## config.mk

```make
export PLATFORM = sky130hd
export DESIGN_NAME = als_param_flat
export DESIGN_NICKNAME = d
export VERILOG_FILES = /design/src/rtl/als_param_if.sv /design/src/rtl/als_param.sv /design/src/flat_wrapper.sv
export SDC_FILE = /design/constraint.sdc
export NUM_CORES = 1
export LEC_CHECK = 0
export ABC_AREA = 1
export CAP_MARGIN = 20
export CORE_ASPECT_RATIO = 1.5
export CORE_UTILIZATION = 61
export CTS_BUF_LIST = sky130_fd_sc_hd__clkbuf_2 sky130_fd_sc_hd__clkbuf_4 sky130_fd_sc_hd__clkbuf_8
export CTS_CLUSTER_DIAMETER = 200
export DETAILED_ROUTE_END_ITERATION = 8
export PLACE_DENSITY = 0.86
export SLEW_MARGIN = 15
export SYNTH_ARGS = -nofsm -noshare
export SYNTH_HDL_FRONTEND = slang
export SYNTH_SLANG_ARGS = --single-unit
```

## constraint.sdc

```tcl
create_clock -name Clk -period 3.4 [get_ports Clk]
set_clock_uncertainty 0.1 [all_clocks]
set_input_delay 0.68 -clock Clk [delete_from_list [all_inputs] [get_ports Clk]]
set_output_delay 0.68 -clock Clk [all_outputs]
set_load 0.02 [all_outputs]
```

## src/rtl/als_param_if.sv

```systemverilog
// Handshake and operand/result bundle for the als_param ALU/shift unit.
// The control side drives start and operands; the unit returns busy/done, result and status flags.
interface als_param_if #(parameter int WIDTH = 32);
   localparam int SHW = $clog2(WIDTH);

   logic             start;
   logic             operation;
   logic [2:0]       alu_sel;
   logic [2:0]       funct;
   logic [WIDTH-1:0] oper_a;
   logic [WIDTH-1:0] oper_b;
   logic [SHW-1:0]   shamt;
   logic             busy;
   logic             done;
   logic [WIDTH-1:0] result;
   logic             overflow;
   logic             negative;
   logic             zero;
   logic             equal;
   logic             greater;
   logic             lesser;

   modport master (
      output start, operation, alu_sel, funct, oper_a, oper_b, shamt,
      input  busy, done, result, overflow, negative, zero, equal, greater, lesser
   );

   modport slave (
      input  start, operation, alu_sel, funct, oper_a, oper_b, shamt,
      output busy, done, result, overflow, negative, zero, equal, greater, lesser
   );
endinterface

```

## src/rtl/als_param.sv

```systemverilog
// Execute-stage ALU plus iterative shifter/rotator sharing one start/busy/done handshake.
// ALU ops complete in one cycle; shifts move up to STEP bit positions per cycle.
module als_param #(
   parameter  int WIDTH = 32,
   parameter  int STEP  = 1,
   localparam int SHW   = $clog2(WIDTH)
) (
   input logic        Clk,
   input logic        reset,
   als_param_if.slave bus
);

   typedef enum logic {IDLE, SHIFT} stateT;

   localparam logic [SHW:0] STEPW = (SHW + 1)'(STEP);

   stateT            state, nextState;
   logic [WIDTH-1:0] shreg, nextShreg;
   logic [SHW-1:0]   count, nextCount;
   logic [2:0]       fn, nextFn;
   logic [WIDTH-1:0] res, nextRes;
   logic [5:0]       flags, nextFlags;
   logic             doneReg, nextDone;

   logic [WIDTH-1:0]   aluRes;
   logic               aluOvf;
   logic               cmpEq, cmpGt, cmpLt;
   logic [SHW-1:0]     k;
   logic [WIDTH-1:0]   stepped;
   logic [2*WIDTH-1:0] dbl, rorW, rolW;

   // Flag vector layout: {overflow, negative, zero, equal, greater, lesser}
   function automatic logic [5:0] shiftFlags(input logic [WIDTH-1:0] r);
      return {1'b0, r[WIDTH-1], (r == '0), 3'b000};
   endfunction

   // Hold and the two reserved codes pass oper_a through without iterating
   function automatic logic isHold(input logic [2:0] f);
      return (f == 3'b000) || (f[2:1] == 2'b11);
   endfunction

   always_comb begin
      aluRes = bus.oper_a;
      aluOvf = 1'b0;
      case (bus.alu_sel)
         3'b000: aluRes = bus.oper_a;
         3'b001: begin
            aluRes = bus.oper_a + bus.oper_b;
            aluOvf = (bus.oper_a[WIDTH-1] == bus.oper_b[WIDTH-1]) &&
                     (aluRes[WIDTH-1] != bus.oper_a[WIDTH-1]);
         end
         3'b010: begin
            aluRes = bus.oper_a - bus.oper_b;
            aluOvf = (bus.oper_a[WIDTH-1] != bus.oper_b[WIDTH-1]) &&
                     (aluRes[WIDTH-1] != bus.oper_a[WIDTH-1]);
         end
         3'b011: aluRes = bus.oper_a & bus.oper_b;
         3'b100: begin
            aluRes = bus.oper_a + WIDTH'(1);
            aluOvf = ~bus.oper_a[WIDTH-1] & aluRes[WIDTH-1];
         end
         3'b101: aluRes = ~bus.oper_a;
         3'b110: aluRes = bus.oper_a ^ bus.oper_b;
         3'b111: aluRes = bus.oper_a | bus.oper_b;
      endcase
      cmpEq = (bus.oper_a == bus.oper_b);
      cmpGt = ($signed(bus.oper_a) > $signed(bus.oper_b));
      cmpLt = !cmpEq && !cmpGt;
   end

   // One shifter iteration; rotates use a doubled copy so the wrap falls out naturally
   always_comb begin
      k       = ({1'b0, count} < STEPW) ? count : STEPW[SHW-1:0];
      dbl     = {shreg, shreg};
      rorW    = dbl >> k;
      rolW    = dbl << k;
      stepped = shreg;
      case (fn)
         3'b001:  stepped = shreg << k;
         3'b010:  stepped = shreg >> k;
         3'b011:  stepped = $signed(shreg) >>> k;
         3'b100:  stepped = rorW[WIDTH-1:0];
         3'b101:  stepped = rolW[2*WIDTH-1:WIDTH];
         default: stepped = shreg;
      endcase
   end

   always_comb begin
      nextState = state;
      nextShreg = shreg;
      nextCount = count;
      nextFn    = fn;
      nextRes   = res;
      nextFlags = flags;
      nextDone  = 1'b0;
      case (state)
         IDLE: begin
            if (bus.start) begin
               if (!bus.operation) begin
                  nextRes   = aluRes;
                  nextFlags = {aluOvf, aluRes[WIDTH-1], (aluRes == '0), cmpEq, cmpGt, cmpLt};
                  nextDone  = 1'b1;
               end else begin
                  nextShreg = bus.oper_a;
                  nextCount = bus.shamt;
                  nextFn    = bus.funct;
                  if ((bus.shamt == '0) || isHold(bus.funct)) begin
                     nextCount = '0;
                     nextRes   = bus.oper_a;
                     nextFlags = shiftFlags(bus.oper_a);
                     nextDone  = 1'b1;
                  end else begin
                     nextState = SHIFT;
                  end
               end
            end
         end
         SHIFT: begin
            nextShreg = stepped;
            nextCount = count - k;
            if (count == k) begin
               nextRes   = stepped;
               nextFlags = shiftFlags(stepped);
               nextDone  = 1'b1;
               nextState = IDLE;
            end
         end
         default: nextState = IDLE;
      endcase
   end

   always_ff @(posedge Clk) begin
      if (!reset) begin
         state   <= IDLE;
         shreg   <= '0;
         count   <= '0;
         fn      <= '0;
         res     <= '0;
         flags   <= '0;
         doneReg <= 1'b0;
      end else begin
         state   <= nextState;
         shreg   <= nextShreg;
         count   <= nextCount;
         fn      <= nextFn;
         res     <= nextRes;
         flags   <= nextFlags;
         doneReg <= nextDone;
      end
   end

   assign bus.busy     = (state == SHIFT);
   assign bus.done     = doneReg;
   assign bus.result   = res;
   assign bus.overflow = flags[5];
   assign bus.negative = flags[4];
   assign bus.zero     = flags[3];
   assign bus.equal    = flags[2];
   assign bus.greater  = flags[1];
   assign bus.lesser   = flags[0];

endmodule

```

## src/flat_wrapper.sv

```systemverilog
// flat-port wrapper written by rule: the top's interface ports become plain ports
module als_param_flat 
#(
   parameter  int WIDTH = 32,
   parameter  int STEP  = 1,
   localparam int SHW   = $clog2(WIDTH)
)
  (Clk, reset, bus_start, bus_operation, bus_alu_sel, bus_funct, bus_oper_a, bus_oper_b, bus_shamt, bus_busy, bus_done, bus_result, bus_overflow, bus_negative, bus_zero, bus_equal, bus_greater, bus_lesser);
  als_param_if #(.WIDTH(WIDTH)) bus_i ();
  input logic Clk;
  input logic reset;
  input wire logic [$bits(bus_i.start)-1:0] bus_start;
  input wire logic [$bits(bus_i.operation)-1:0] bus_operation;
  input wire logic [$bits(bus_i.alu_sel)-1:0] bus_alu_sel;
  input wire logic [$bits(bus_i.funct)-1:0] bus_funct;
  input wire logic [$bits(bus_i.oper_a)-1:0] bus_oper_a;
  input wire logic [$bits(bus_i.oper_b)-1:0] bus_oper_b;
  input wire logic [$bits(bus_i.shamt)-1:0] bus_shamt;
  output wire logic [$bits(bus_i.busy)-1:0] bus_busy;
  output wire logic [$bits(bus_i.done)-1:0] bus_done;
  output wire logic [$bits(bus_i.result)-1:0] bus_result;
  output wire logic [$bits(bus_i.overflow)-1:0] bus_overflow;
  output wire logic [$bits(bus_i.negative)-1:0] bus_negative;
  output wire logic [$bits(bus_i.zero)-1:0] bus_zero;
  output wire logic [$bits(bus_i.equal)-1:0] bus_equal;
  output wire logic [$bits(bus_i.greater)-1:0] bus_greater;
  output wire logic [$bits(bus_i.lesser)-1:0] bus_lesser;
  assign bus_i.start = bus_start;
  assign bus_i.operation = bus_operation;
  assign bus_i.alu_sel = bus_alu_sel;
  assign bus_i.funct = bus_funct;
  assign bus_i.oper_a = bus_oper_a;
  assign bus_i.oper_b = bus_oper_b;
  assign bus_i.shamt = bus_shamt;
  assign bus_busy = bus_i.busy;
  assign bus_done = bus_i.done;
  assign bus_result = bus_i.result;
  assign bus_overflow = bus_i.overflow;
  assign bus_negative = bus_i.negative;
  assign bus_zero = bus_i.zero;
  assign bus_equal = bus_i.equal;
  assign bus_greater = bus_i.greater;
  assign bus_lesser = bus_i.lesser;
  als_param #(.WIDTH(WIDTH), .STEP(STEP)) u_core (.Clk(Clk), .reset(reset), .bus(bus_i));
endmodule
```

==> reports/qor.txt, run 1 <==
outcome -> stopped before the end
failing step -> 5_1_grt
Stop Error -> [ERROR GRT-0116] Global routing finished with congestion. Check the congestion regions in the DRC Viewer.
Yosys reg bits -> 79
first-pass GRT wire length -> 104.5 mm
Synth warnings -> 0
Synth Area per Inst -> 5.266 um^2
post-CTS setup buffers -> 0
most frequent cell after synthesis -> nand2_1
All-Layer GR Usage -> 61.71%
die width -> 121.2 um
largest net degree at the start of global routing -> 43
Starting Density -> 61.99%
htree depth -> 3
Distinct cells, synth -> 49
top cells by area, synth -> nand2_1 (23%), dfxtp_1 (12%), inv_1 (11%)
post-synthesis sequential area ratio -> 12.16%
chip height -> 180.8 um
Synth Flop Type -> dfxtp_1
gpl congestion -> 1.223
num rows -> 65
post-synth top area share -> 23.32%
syn nets -> 2656
area leader, netlist -> nand2_1
asr flop ratio synth -> 0%
Post-synth EDFFs -> 0
# hold bufs at CTS -> 0
global route overflow -> 3
HPWL Detailed -> 48.58 mm
TritonCTS Sinks -> 79
vias in the first global route -> 20340
CTS root buf -> clkbuf_8
commonest cells in the netlist -> nand2_1 (808), inv_1 (367), nand3_1 (250)
TritonCTS buffer count -> 9
Cells after Synth -> 2470
I/O pin count -> 119
Post-Syn Area -> 13010 um^2
Area after DPL -> 16940 um^2
CTS max path bufs -> 2
Buffers on Ports -> 118
[metal layers]
metal / track usage, % / overflow
met2: 84.07 / 1
met4: 59.70 / 2
met3: 37.15 / 0
met1: 63.54 / 0
met5: 3.009 / 0
[kinds of logic after synthesis]
kind of cell	after synthesis	synth area share, %
and+or+nand+nor	1441	47.24
buffers and inverters	484	14.72
AOI/OAI and AO/OA	356	15.28
adders and majority gates	107	10.41
DFF	79	12.16
xor gates and xnor gates	3	0.2020
[timing repair]
action,CTS
cloned,0
endpoints found under the setup margin,1
pin swaps,0
gates resized for setup,3
[stage by stage]
stage	std cells	setup WS, ps	setup TNS, ps
floorplan	2470	460.4	0
global placement	3125	-337.9	-2815
detailed placement	3125	-431.1	-4619
CTS	3141	2.858	0
==> run 2, diff against run 1 <==
- CORE_ASPECT_RATIO: 1.5 -> default
- CORE_UTILIZATION: 61 -> 40
- CTS_BUF_LIST: sky130_fd_sc_hd__clkbuf_2 sky130_fd_sc_hd__clkbuf_4 sky130_fd_sc_hd__clkbuf_8 -> default
- CTS_CLUSTER_DIAMETER: 200 -> default
- PLACE_DENSITY: 0.86 -> default
- PLACE_DENSITY_LB_ADDON: default -> 0.15
==> reports/qor.txt, run 2 <==
outcome -> finished clean
drt pass-1 iters -> 8
area leader, netlist -> nand2_1
All-Layer GR Usage -> 41.55%
asr flop ratio synth -> 0%
Distinct cells, synth -> 49
startpoint types -> input pin
num rows -> 65
power consumption -> 5346 uW
clock slew at reported path FFs -> 60 ps
Buffers on Ports -> 118
RSZ-0062 raised after global routing -> yes
worst-margin pin slew -> 983.1 ps
TritonCTS Sinks -> 79
vias per cell -> 5.511
top cells by area, synth -> nand2_1 (23%), dfxtp_1 (12%), inv_1 (11%)
Area after DPL -> 18240 um^2
fin cells -> 3473
min Tclk post-route -> 3329 ps
Largest register FFs -> 32
CTS max path bufs -> 2
Cells after Synth -> 2470
TritonCTS buffer count -> 9
Post-synth EDFFs -> 0
I/O pin count -> 119
antenna violations before repair -> 0
CTS root buf -> clkbuf_16
kind of critical path -> input pin to register
Starting Density -> 40.90%
chip height -> 182.3 um
commonest non-fill, non-tap cells in the layout -> nand2_1 (783), buf_4 (522), inv_1 (353)
Yosys reg bits -> 79
Synth warnings -> 0
post-synth top area share -> 23.32%
post-route setup slack -> 71.34 ps
commonest cells in the netlist -> nand2_1 (808), inv_1 (367), nand3_1 (250)
final net count -> 3219
Slew headroom -> 34.39%
commonest non-fill, non-tap cell in the layout -> nand2_1
hold crit path type -> register to register
pre-CTS WS -> -603.2 ps
Top reg by flops -> u_core.shreg
area of the die -> 33240 um^2
syn nets -> 2656
drt total wl -> 70.18 mm
DP Cell Count -> 3431
floorplan core area -> 31800 um^2
htree depth -> 3
Post-Syn Area -> 13010 um^2
Synth Area per Inst -> 5.266 um^2
kind of end point of the critical path -> register
Synth Flop Type -> dfxtp_1
die width -> 182.3 um
Max IR drop VDD -> 0.2864 mV
f_max -> 0.3004 GHz
CP Max Fanout -> 4
ANT cells -> 0
Final Util -> 61.47%
worst skew pair latency -> 350 ps
Leakage -> 0.009994 uW
global route overflow -> 0
fin. max-slew vios -> 0
CTS tree -> done
DRC -> 0
Crit path arrival time -> 3520 ps
Setup Viol. Count Final -> 0
Routed Antenna Nets -> 0
vias in the first global route -> 17580
WP data required -> 3590 ps
Max-cap violations -> 0
P per Cell Area -> 273.5 nW/um^2
Syn-to-layout area delta -> 50.27%
DRT iter0 DRCs -> 2220
# hold bufs at CTS -> 0
fin crit share -> 97.90%
routed vias -> 19140
first-pass GRT wire length -> 104.1 mm
layout cells sized above 1 -> 25.71%
post-synthesis sequential area ratio -> 12.16%
gpl congestion -> 1.078
largest net degree at the start of global routing -> 43
wire length per cell -> 20.21 um
Fin. Hold Viols -> 0
HPWL Detailed -> 58.17 mm
Final Cell Area -> 19550 um^2
most frequent cell after synthesis -> nand2_1
==> run 2: cell counts after synthesis <==
Identical to the previous run, type by type.
==> run 2: metal layers <==
layer / vias up / share of wire, % / GRT usage (%)
met5: - / 0 / 0
met4: 0 / 8.0 / 27.80
met3: 249 / 9.3 / 7.045
met2: 1105 / 42 / 63.65
met1: 8746 / 41 / 53.43
li1: 9040 / - / -
==> run 2: critical path: stages <==
cell and delay (ps):
clkdlybuf4s50_1 490, inv_1 90, ha_4 270, buf_4 130
nand2_1 50, nand2_1 70, buf_4 130, nand2_1 60
nand2_1 120, nand2_1 100, nand2_1 80, buf_4 140
inv_1 60, nand3_1 80, nand3_1 80, nand3b_1 170
nand2_1 130, nand2_1 50, nor2_1 80, nand2_1 70
nor2_2 140, nand3_1 110, a21oi_2 110
==> run 2: area by class of cell <==
| class | instances | area [um^2] |
|---|---|---|
| fillers | 3254 | 12250 |
| inverters | 376 | 1411 |
| repair buffers | 660 | 5440 |
| clock inverters | 5 | 56.30 |
| well taps | 435 | 544.3 |
| multi-input cells | 1907 | 10270 |
| flip-flops and latches | 79 | 1582 |
| clock buffers | 11 | 242.7 |
==> run 2: stage by stage <==
step	TNS [ps]	hold WS, ps
2_1_floorplan	0	349.8
3_3_place_gp	-7054	352.7
3_5_place_dp	-7793	360.9
4_1_cts	0	370.3
5_1_grt	-79.65	398.9
6_report	0	366.3
==> run 2: cell families after synthesis <==
group	share of synthesized area [%]
compound gates	15.28
fa+ha+maj	10.41
flops	12.16
buf+inv	14.72
xor+xnor	0.2020
simple gates	47.24
==> run 2: timing repair <==
item	CTS	global route
setup buffers	9	17
setup endpoints to repair	7	15
resized for setup	53	156
pin swaps	9	31
==> run 2: path summary, 6_finish.rpt <==
| kind | from | endpoint | slack (ps) | cells after the start |
|---|---|---|---|---|
| setup / recovery | bus_oper_b[9] | u_core.flags[3]$_SDFFE_PN0P_ | 70 | 23 |
| hold / removal | u_core.flags[0]$_SDFFE_PN0P_ | u_core.flags[0]$_SDFFE_PN0P_ | 370 | 2 |
| setup reg to reg | u_core.count[2]$_SDFFE_PN0P_ | u_core.flags[3]$_SDFFE_PN0P_ | 670 | 17 |
| hold reg to reg | u_core.flags[0]$_SDFFE_PN0P_ | u_core.flags[0]$_SDFFE_PN0P_ | 370 | 2 |
==> run 2: power by group <==
group | switching, uW | internal [uW] | leakage (uW)
clock | 410 | 589 | 0.000146
combinational | 1910 | 1360 | 0.00920
sequential | 60.4 | 1010 | 0.000649
total | 2380 | 2960 | 0.00999
No activity file was read; power rests on OpenSTA's default activity.
==> run 3, diff against run 2 <==
- ABC_CLOCK_PERIOD_IN_PS: default -> 3400
==> results of run 3 <==
The final DEF is identical to that of run 2; final timing and power are the same.
